<file path="config.mk">
export PLATFORM = sky130hd
export DESIGN_NAME = mem_rd_arbiter_flat
export DESIGN_NICKNAME = d
export VERILOG_FILES = /design/src/rtl/mem_rd_arbiter_if.sv /design/src/rtl/mem_rd_arbiter.sv /design/src/flat_wrapper.sv
export SDC_FILE = /design/constraint.sdc
export NUM_CORES = 1
export LEC_CHECK = 0
export CAP_MARGIN = 20
export CORE_MARGIN = 2
export CORE_UTILIZATION = 34
export CTS_BUF_LIST = sky130_fd_sc_hd__clkbuf_8
export DETAILED_ROUTE_END_ITERATION = 12
export HOLD_SLACK_MARGIN = 0.15
export PLACE_DENSITY = 0.94
export SLEW_MARGIN = 20
export SYNTH_ARGS = -nofsm -noshare
export SYNTH_HDL_FRONTEND = slang
export SYNTH_SLANG_ARGS = --single-unit
</file>
<file path="constraint.sdc">
create_clock -name clk -period 2.7 [get_ports clk]
set_input_delay 0.54 -clock clk [delete_from_list [all_inputs] [get_ports clk]]
set_output_delay 0.54 -clock clk [all_outputs]
set_load 0.01 [all_outputs]
</file>
<file path="src/rtl/mem_rd_arbiter_if.sv">
// Signal bundle for the shared memory read channel: I-cache, D-cache and memory sides.
// The master modport is the arbiter's view of the bundle. The slave modport is the view from the caches and memory.
interface mem_rd_arbiter_if;
    logic        from_ic_rd_req_valid;
    logic [31:0] from_ic_rd_req_addr;
    logic        to_ic_rd_req_ready;
    logic        to_ic_rd_rsp_valid;
    logic [31:0] to_ic_rd_rsp_data;
    logic        to_ic_rd_rsp_last;
    logic        from_ic_rd_rsp_ready;

    logic        from_dc_rd_req_valid;
    logic [31:0] from_dc_rd_req_addr;
    logic        to_dc_rd_req_ready;
    logic        to_dc_rd_rsp_valid;
    logic [31:0] to_dc_rd_rsp_data;
    logic        to_dc_rd_rsp_last;
    logic        from_dc_rd_rsp_ready;

    logic        to_mem_rd_req_valid;
    logic [31:0] to_mem_rd_req_addr;
    logic        from_mem_rd_req_ready;
    logic        from_mem_rd_rsp_valid;
    logic [31:0] from_mem_rd_rsp_data;
    logic        from_mem_rd_rsp_last;
    logic        to_mem_rd_rsp_ready;

    modport master (
        input  from_ic_rd_req_valid, from_ic_rd_req_addr, from_ic_rd_rsp_ready,
        input  from_dc_rd_req_valid, from_dc_rd_req_addr, from_dc_rd_rsp_ready,
        input  from_mem_rd_req_ready, from_mem_rd_rsp_valid, from_mem_rd_rsp_data,
        input  from_mem_rd_rsp_last,
        output to_ic_rd_req_ready, to_ic_rd_rsp_valid, to_ic_rd_rsp_data, to_ic_rd_rsp_last,
        output to_dc_rd_req_ready, to_dc_rd_rsp_valid, to_dc_rd_rsp_data, to_dc_rd_rsp_last,
        output to_mem_rd_req_valid, to_mem_rd_req_addr, to_mem_rd_rsp_ready
    );

    modport slave (
        output from_ic_rd_req_valid, from_ic_rd_req_addr, from_ic_rd_rsp_ready,
        output from_dc_rd_req_valid, from_dc_rd_req_addr, from_dc_rd_rsp_ready,
        output from_mem_rd_req_ready, from_mem_rd_rsp_valid, from_mem_rd_rsp_data,
        output from_mem_rd_rsp_last,
        input  to_ic_rd_req_ready, to_ic_rd_rsp_valid, to_ic_rd_rsp_data, to_ic_rd_rsp_last,
        input  to_dc_rd_req_ready, to_dc_rd_rsp_valid, to_dc_rd_rsp_data, to_dc_rd_rsp_last,
        input  to_mem_rd_req_valid, to_mem_rd_req_addr, to_mem_rd_rsp_ready
    );
endinterface

</file>
<file path="src/rtl/mem_rd_arbiter.sv">
// Round-robin arbiter that shares one burst memory read channel between the I-cache and the D-cache.
// One request is in flight at a time. Response beats pass through to the granted cache until the last beat.
module mem_rd_arbiter (
    input  logic clk,
    input  logic rst,
    mem_rd_arbiter_if.master bus
);
    typedef enum logic [2:0] {
        IDLE = 3'b001,
        REQ  = 3'b010,
        RSP  = 3'b100
    } state_t;

    state_t      state;
    logic        grant;
    logic        prio;
    logic [31:0] addr_q;
    logic        req_valid_q;

    logic ic_win, dc_win;
    logic in_idle, in_rsp;
    logic to_ic, to_dc;
    logic sel_rsp_ready;
    logic beat_done;

    assign ic_win = bus.from_ic_rd_req_valid & (~bus.from_dc_rd_req_valid | ~prio);
    assign dc_win = bus.from_dc_rd_req_valid & (~bus.from_ic_rd_req_valid |  prio);

    // The combinational outputs are masked while rst is high. An aborted burst then exposes nothing to the caches in the reset cycle.
    assign in_idle = (state == IDLE) & ~rst;
    assign in_rsp  = (state == RSP)  & ~rst;
    assign to_ic   = in_rsp & ~grant;
    assign to_dc   = in_rsp &  grant;

    assign sel_rsp_ready = grant ? bus.from_dc_rd_rsp_ready : bus.from_ic_rd_rsp_ready;
    assign beat_done     = bus.from_mem_rd_rsp_valid & sel_rsp_ready & bus.from_mem_rd_rsp_last;

    assign bus.to_ic_rd_req_ready = in_idle & ic_win;
    assign bus.to_dc_rd_req_ready = in_idle & dc_win;

    assign bus.to_ic_rd_rsp_valid = to_ic & bus.from_mem_rd_rsp_valid;
    assign bus.to_ic_rd_rsp_data  = to_ic ? bus.from_mem_rd_rsp_data : '0;
    assign bus.to_ic_rd_rsp_last  = to_ic & bus.from_mem_rd_rsp_last;
    assign bus.to_dc_rd_rsp_valid = to_dc & bus.from_mem_rd_rsp_valid;
    assign bus.to_dc_rd_rsp_data  = to_dc ? bus.from_mem_rd_rsp_data : '0;
    assign bus.to_dc_rd_rsp_last  = to_dc & bus.from_mem_rd_rsp_last;

    // Holding ready high during reset drains stale beats from memory.
    assign bus.to_mem_rd_rsp_ready = rst | (in_rsp & sel_rsp_ready);
    assign bus.to_mem_rd_req_valid = req_valid_q & ~rst;
    assign bus.to_mem_rd_req_addr  = addr_q;

    always_ff @(posedge clk) begin
        if (rst) begin
            state       <= IDLE;
            grant       <= 1'b0;
            prio        <= 1'b0;
            addr_q      <= '0;
            req_valid_q <= 1'b0;
        end else begin
            unique case (state)
                IDLE: begin
                    if (ic_win | dc_win) begin
                        grant       <= dc_win & ~ic_win;
                        addr_q      <= ic_win ? bus.from_ic_rd_req_addr : bus.from_dc_rd_req_addr;
                        req_valid_q <= 1'b1;
                        state       <= REQ;
                    end
                end
                REQ: begin
                    if (bus.from_mem_rd_req_ready) begin
                        req_valid_q <= 1'b0;
                        state       <= RSP;
                    end
                end
                RSP: begin
                    if (beat_done) begin
                        prio  <= ~grant;
                        state <= IDLE;
                    end
                end
                default: begin
                    req_valid_q <= 1'b0;
                    state       <= IDLE;
                end
            endcase
        end
    end
endmodule
</file>
<file path="src/flat_wrapper.sv">
// flat-port wrapper written by rule: the top's interface ports become plain ports
module mem_rd_arbiter_flat 
  (clk, rst, bus_from_ic_rd_req_valid, bus_from_ic_rd_req_addr, bus_from_ic_rd_rsp_ready, bus_from_dc_rd_req_valid, bus_from_dc_rd_req_addr, bus_from_dc_rd_rsp_ready, bus_from_mem_rd_req_ready, bus_from_mem_rd_rsp_valid, bus_from_mem_rd_rsp_data, bus_from_mem_rd_rsp_last, bus_to_ic_rd_req_ready, bus_to_ic_rd_rsp_valid, bus_to_ic_rd_rsp_data, bus_to_ic_rd_rsp_last, bus_to_dc_rd_req_ready, bus_to_dc_rd_rsp_valid, bus_to_dc_rd_rsp_data, bus_to_dc_rd_rsp_last, bus_to_mem_rd_req_valid, bus_to_mem_rd_req_addr, bus_to_mem_rd_rsp_ready);
  mem_rd_arbiter_if bus_i ();
  input  logic clk;
  input  logic rst;
  input wire logic [$bits(bus_i.from_ic_rd_req_valid)-1:0] bus_from_ic_rd_req_valid;
  input wire logic [$bits(bus_i.from_ic_rd_req_addr)-1:0] bus_from_ic_rd_req_addr;
  input wire logic [$bits(bus_i.from_ic_rd_rsp_ready)-1:0] bus_from_ic_rd_rsp_ready;
  input wire logic [$bits(bus_i.from_dc_rd_req_valid)-1:0] bus_from_dc_rd_req_valid;
  input wire logic [$bits(bus_i.from_dc_rd_req_addr)-1:0] bus_from_dc_rd_req_addr;
  input wire logic [$bits(bus_i.from_dc_rd_rsp_ready)-1:0] bus_from_dc_rd_rsp_ready;
  input wire logic [$bits(bus_i.from_mem_rd_req_ready)-1:0] bus_from_mem_rd_req_ready;
  input wire logic [$bits(bus_i.from_mem_rd_rsp_valid)-1:0] bus_from_mem_rd_rsp_valid;
  input wire logic [$bits(bus_i.from_mem_rd_rsp_data)-1:0] bus_from_mem_rd_rsp_data;
  input wire logic [$bits(bus_i.from_mem_rd_rsp_last)-1:0] bus_from_mem_rd_rsp_last;
  output wire logic [$bits(bus_i.to_ic_rd_req_ready)-1:0] bus_to_ic_rd_req_ready;
  output wire logic [$bits(bus_i.to_ic_rd_rsp_valid)-1:0] bus_to_ic_rd_rsp_valid;
  output wire logic [$bits(bus_i.to_ic_rd_rsp_data)-1:0] bus_to_ic_rd_rsp_data;
  output wire logic [$bits(bus_i.to_ic_rd_rsp_last)-1:0] bus_to_ic_rd_rsp_last;
  output wire logic [$bits(bus_i.to_dc_rd_req_ready)-1:0] bus_to_dc_rd_req_ready;
  output wire logic [$bits(bus_i.to_dc_rd_rsp_valid)-1:0] bus_to_dc_rd_rsp_valid;
  output wire logic [$bits(bus_i.to_dc_rd_rsp_data)-1:0] bus_to_dc_rd_rsp_data;
  output wire logic [$bits(bus_i.to_dc_rd_rsp_last)-1:0] bus_to_dc_rd_rsp_last;
  output wire logic [$bits(bus_i.to_mem_rd_req_valid)-1:0] bus_to_mem_rd_req_valid;
  output wire logic [$bits(bus_i.to_mem_rd_req_addr)-1:0] bus_to_mem_rd_req_addr;
  output wire logic [$bits(bus_i.to_mem_rd_rsp_ready)-1:0] bus_to_mem_rd_rsp_ready;
  assign bus_i.from_ic_rd_req_valid = bus_from_ic_rd_req_valid;
  assign bus_i.from_ic_rd_req_addr = bus_from_ic_rd_req_addr;
  assign bus_i.from_ic_rd_rsp_ready = bus_from_ic_rd_rsp_ready;
  assign bus_i.from_dc_rd_req_valid = bus_from_dc_rd_req_valid;
  assign bus_i.from_dc_rd_req_addr = bus_from_dc_rd_req_addr;
  assign bus_i.from_dc_rd_rsp_ready = bus_from_dc_rd_rsp_ready;
  assign bus_i.from_mem_rd_req_ready = bus_from_mem_rd_req_ready;
  assign bus_i.from_mem_rd_rsp_valid = bus_from_mem_rd_rsp_valid;
  assign bus_i.from_mem_rd_rsp_data = bus_from_mem_rd_rsp_data;
  assign bus_i.from_mem_rd_rsp_last = bus_from_mem_rd_rsp_last;
  assign bus_to_ic_rd_req_ready = bus_i.to_ic_rd_req_ready;
  assign bus_to_ic_rd_rsp_valid = bus_i.to_ic_rd_rsp_valid;
  assign bus_to_ic_rd_rsp_data = bus_i.to_ic_rd_rsp_data;
  assign bus_to_ic_rd_rsp_last = bus_i.to_ic_rd_rsp_last;
  assign bus_to_dc_rd_req_ready = bus_i.to_dc_rd_req_ready;
  assign bus_to_dc_rd_rsp_valid = bus_i.to_dc_rd_rsp_valid;
  assign bus_to_dc_rd_rsp_data = bus_i.to_dc_rd_rsp_data;
  assign bus_to_dc_rd_rsp_last = bus_i.to_dc_rd_rsp_last;
  assign bus_to_mem_rd_req_valid = bus_i.to_mem_rd_req_valid;
  assign bus_to_mem_rd_req_addr = bus_i.to_mem_rd_req_addr;
  assign bus_to_mem_rd_rsp_ready = bus_i.to_mem_rd_rsp_ready;
  mem_rd_arbiter u_core (.clk(clk), .rst(rst), .bus(bus_i));
endmodule
</file>
After elaboration in Yosys (flattened, before gate mapping)
Cells that the tools add are included.

cells by class
  equal/unequal tests = 6
  multiplexer cells = 11
  bitwise operators = 28
  reduce and logical (&&, ||, !) cells = 4

operators by type and width
  cell                number
  $mux 32             3
  $and 1x1->1         17
  $mux 3              3
  $pmux 3 s3          1
  $not 1->1           7
  $reduce_and 3->1    2
  $ne 2x2->1 const B  2
  $or 1x1->1          4
  $reduce_and 2->1    2
  $eq 3x1->1 const B  1
  $eq 3x2->1 const B  1
  $eq 3x3->1 const B  1
  $mux 1              3
  $pmux 1 s3          1
  $ne 2x1->1 const B  1

word-level totals
  bits in registers = 38
  bits of input ports = 105
  output and inout port bits = 104

Logic depth before layout (Yosys ltp)
Gate-level depths: netlist (run 1).

  word-level depth = 6
  gate-level depth with buffers = 7
  gate-level depth less buffers = 4

Worst setup path before layout (run 1)
Ideal clock, no wire load.

  path type = in2out
  start point = in rst
  end point = out bus_to_dc_rd_rsp_data[10]
  arrival = 1.476 ns
  data required time = 2.160 ns
  path slack = 0.684 ns
  stages on the path = 5
  buffers on the path = 2
  cell sequence = clkbuf_1 nand3b_1 nor2_1 clkbuf_1 and2_1

between the ends
  cells in the longest elaborated chain, start to end = 4

ends and longest elaborated chain
  what                line                  RTL
  start: declaration  flat_wrapper.sv:6     input logic rst;
  $not 1->1           mem_rd_arbiter.sv:31  assign in_rsp = (state == RSP) & ~rst;
  $and 1x1->1         mem_rd_arbiter.sv:31
  $and 1x1->1         mem_rd_arbiter.sv:33  assign to_dc = in_rsp & grant;
  $mux 32             mem_rd_arbiter.sv:45  assign bus.to_dc_rd_rsp_data = to_dc ? bus.from_mem_rd_rsp_data : '0;
  end: declaration    flat_wrapper.sv:23    output wire logic [$bits(bus_i.to_dc_rd_rsp_data)-1:0] bus_to_dc_rd_rsp_data;

No other way between the ends.

Final worst setup path (run 1)
  start point = reg u_core.state[0]
  end point = out bus_to_ic_rd_rsp_data[28]

between the ends
  cells in the longest elaborated chain, start to end = 4

ends and longest elaborated chain
  what                      line                  RTL
  start: declaration        mem_rd_arbiter.sv:14  state_t state;
  start signal: assignment  mem_rd_arbiter.sv:55  state <= IDLE;
  start signal: assignment  mem_rd_arbiter.sv:67  state <= REQ;
  start signal: assignment  mem_rd_arbiter.sv:73  state <= RSP;
  $eq 3x3->1                mem_rd_arbiter.sv:31
  $and 1x1->1               mem_rd_arbiter.sv:31
  $and 1x1->1               mem_rd_arbiter.sv:32  assign to_ic = in_rsp & ~grant;
  $mux 32                   mem_rd_arbiter.sv:42  assign bus.to_ic_rd_rsp_data = to_ic ? bus.from_mem_rd_rsp_data : '0;
  end: declaration          flat_wrapper.sv:19    output wire logic [$bits(bus_i.to_ic_rd_rsp_data)-1:0] bus_to_ic_rd_rsp_data;

No other way between the ends.

==> results.yml, run 1 <==
outcome:
  status: "finished clean"
cells_and_area:
  final_common_cell: "clkdlybuf4s50_1"
  final_cell_mix: "clkdlybuf4s50_1 (206), and2_1 (68), nor2_1 (38), dfxtp_1 (38), mux2i_1 (34)"
  n_fill_cell: 521
  fin_util: 0.682
  drive_above_1_share: 0.0726
  finalNetCount: 572
  area_growth_pct: 97.5
  antenna_cells: 0
  stdcell_count: 548
clocking:
  cts_sinks: 38
  cts_tree: "yes"
  clk_pin_slew_ns: 0.07
  cts_root_buf: "clkbuf_8"
  htree_levels: 2
  cts_buffers: 5
  clockBufferDepth: 2
  cts_setup_buffers: 0
  clkLatencyLatePin_ns: 0.28
die:
  die_height_um: 86.4
  die_area_um2: 7460
  rows: 30
  initial_utilization: 0.345
  coreArea_um2: 6680
  die-width_um: 86.4
  boundaryPins: 209
detailed_routing:
  drc: 0
  wl_per_cell_um: 16.2
  via_per_inst: 4.86
  first_pass_iters: 4
  highest_layer: "met4"
  drt_wl_total_um: 8850
  final_antenna_net_count: 0
  wl_met1_um: 3140
  drt_iter0_markers: 66
  wl_met3_um: 728
  route.met2.wl_um: 4810
  num_vias: 2664
pwr:
  seq_power_share: 0.400
  ir_drop_mv: 0.274
  report.power.total_mw: 1.71
  switchingPower_uw: 504
  leakage_nw: 1.77
  power_density_nw_per_um2: 375
  switching_share: 0.296
  intPower_mw: 1.20
  comb_power_share: 0.365
  power_frac_clock: 0.235
global_route:
  grt_overflow_total: 0
  grt_pass1_vias: 2657
  grt_pass1_wl_um: 13400
  grt_max_degree: 67
  antenna_found_initial: 0
  track_usage: 0.227
logic_synthesis:
  synth_nets: 373
  ys_ff_latch: 38
  synth.avg_cell_area_um2: 8.60
  synth_cell_types: 28
  synth.largest_area_cell: "dfxtp_1"
  synth_cells: 268
  ys_seq_area_frac: 0.330
  synth_warnings: 0
  synthTopCellsByArea: "dfxtp_1 (33%), and2_1 (18%), mux2i_1 (15%)"
  syn_area_um2: 2310
  yosysTopAreaCellShare: 0.330
timing:
  fin_hold_ws_ns: 0.498
  fin_crit_sh: 0.958
  fmax_mhz: 387
  timing.final.hold_violations: 0
  slew_headroom: 0.635
  timing.final.setup_violations: 0
  finClkSkew_ns: 0.00696
  min_period_ns: 2.59
  rsz0062_at_grt: "yes"
  final_max_slew_viol_count: 0
  setup-tns-final_ns: 0
  worstMarginPinSlew_ns: 0.547
min_path:
  whs_path_depth: 2
  hold_path.class: "reg -> reg"
worst_setup_path:
  start_kind: "flip-flop"
  rr_worst_depth: 5
  cp_max_fo: 34
  crit_arrival_ns: 2.05
  cp.required_ns: 2.16
  critPathCaptureType: "primary output"
  path_class: "reg -> out"
place:
  io_buffers: 208
  dpl.hpwl_um: 7260
  gp_congestion: 0.857
  place_inst: 540
run:
  max_cap_violations: 0
==> per-stage QoR <==
stage / area [µm²] / setup WS (ns)
2_1_floorplan: 2310 / 0.684
3_3_place_gp: 4440 / 0.134
3_5_place_dp: 4440 / 0.131
4_1_cts: 4540 / 0.0865
5_1_grt: 4550 / -0.0130
6_report: 4550 / 0.113
==> layer usage <==
layer  vias up  GRT usage
met5         -          0
met4         0     0.0597
met3        12     0.0695
met2       135      0.457
met1      1198      0.220
li1       1319          -
==> synthesized netlist by cell type <==
cell      instances
nor2b_1           2
nand2_1           2
a211oi_1         22
or3b_4            1
nor2_4            1
buf_6             2
a31oi_1           3
mux2_2            1
a21oi_2           1
buf_2             5
nor4b_1           1
o21a_1            1
clkbuf_1         11
o21ai_0           3
a21oi_1           4
nand2b_1          1
nor3_1            3
and2_1           68
nor3b_1           2
o21bai_1          2
a211oi_2         10
mux2i_1          34
buf_4             4
nand3b_1          1
or3b_2            2
inv_1             2
dfxtp_1          38
nor2_1           41
==> power groups by stage <==
stage               registers, mW  clock network (mW)  logic [mW]
floorplan                   0.721                   0       0.251
global placement            0.688                   0       0.607
detailed placement          0.694                   0       0.623
CTS                         0.681               0.413       0.627
global route                0.691               0.440       0.675
finish                      0.682               0.402       0.623
==> path summary, 6_finish.rpt <==
check	startpoint	endpoint	slack, ns
worst max-delay path	u_core.state[0]	bus_to_ic_rd_rsp_data[28]	0.11
worst min-delay path	u_core.bus.to_mem_rd_req_addr[31]	u_core.bus.to_mem_rd_req_addr[31]	0.50
worst max register to register	u_core.state[0]	u_core.bus.to_mem_rd_req_addr[22]	0.93
worst min register to register	u_core.bus.to_mem_rd_req_addr[31]	u_core.bus.to_mem_rd_req_addr[31]	0.50
==> cell families (layout without fill, tap and decap cells) <==
kind of cell | count (synthesis) | count (layout) | share of synthesized area
flops | 38 | 38 | 0.330
buf+inv | 24 | 224 | 0.0548
simple gates | 125 | 125 | 0.300
mux | 35 | 35 | 0.152
compound gates | 46 | 46 | 0.163
==> cell type report <==
| class | instances | area [µm²] | area share |
|---|---|---|---|
| clock inverters | 2 | 12.5 | 0.00275 |
| flip-flops and latches | 38 | 761 | 0.167 |
| multi-input cells | 206 | 1430 | 0.315 |
| repair buffers | 214 | 2160 | 0.474 |
| inverters | 2 | 7.51 | 0.00165 |
| well taps | 80 | 100 | 0.0220 |
| clock buffers | 6 | 82.6 | 0.0181 |
==> sequential cells by signal, summed over array words and instances, names as in the netlist <==
signal                         count
u_core.grant                       1
u_core.req_valid_q                 1
u_core.state                       3
u_core.bus.to_mem_rd_req_addr     32
u_core.prio                        1
==> worst max-delay path: stages, from the launching register on <==
cell	delay [ns]
dfxtp_1	0.38
nor2_2	0.15
nand3b_1	0.15
nor2_2	0.16
buf_12	0.18
and2_1	0.15
clkdlybuf4s50_1	0.59
==> what timing repair did <==
item                                    CTS  global route
hold buffers                              0             0
endpoints found under the setup margin    0            38
resized for setup                         0             6
(Power assumes the default switching activity.)
==> run 2, diff against run 1 <==
- SKIP_CTS_REPAIR_TIMING: unset -> 1
==> results of run 2 <==
No change in the layout: final DEF, timing and power equal those of run 1.
==> run 3, diff against run 2 <==
- SKIP_CTS_REPAIR_TIMING: 1 -> unset
==> results of run 3 <==
No change in the layout: final DEF, timing and power equal those of run 1.
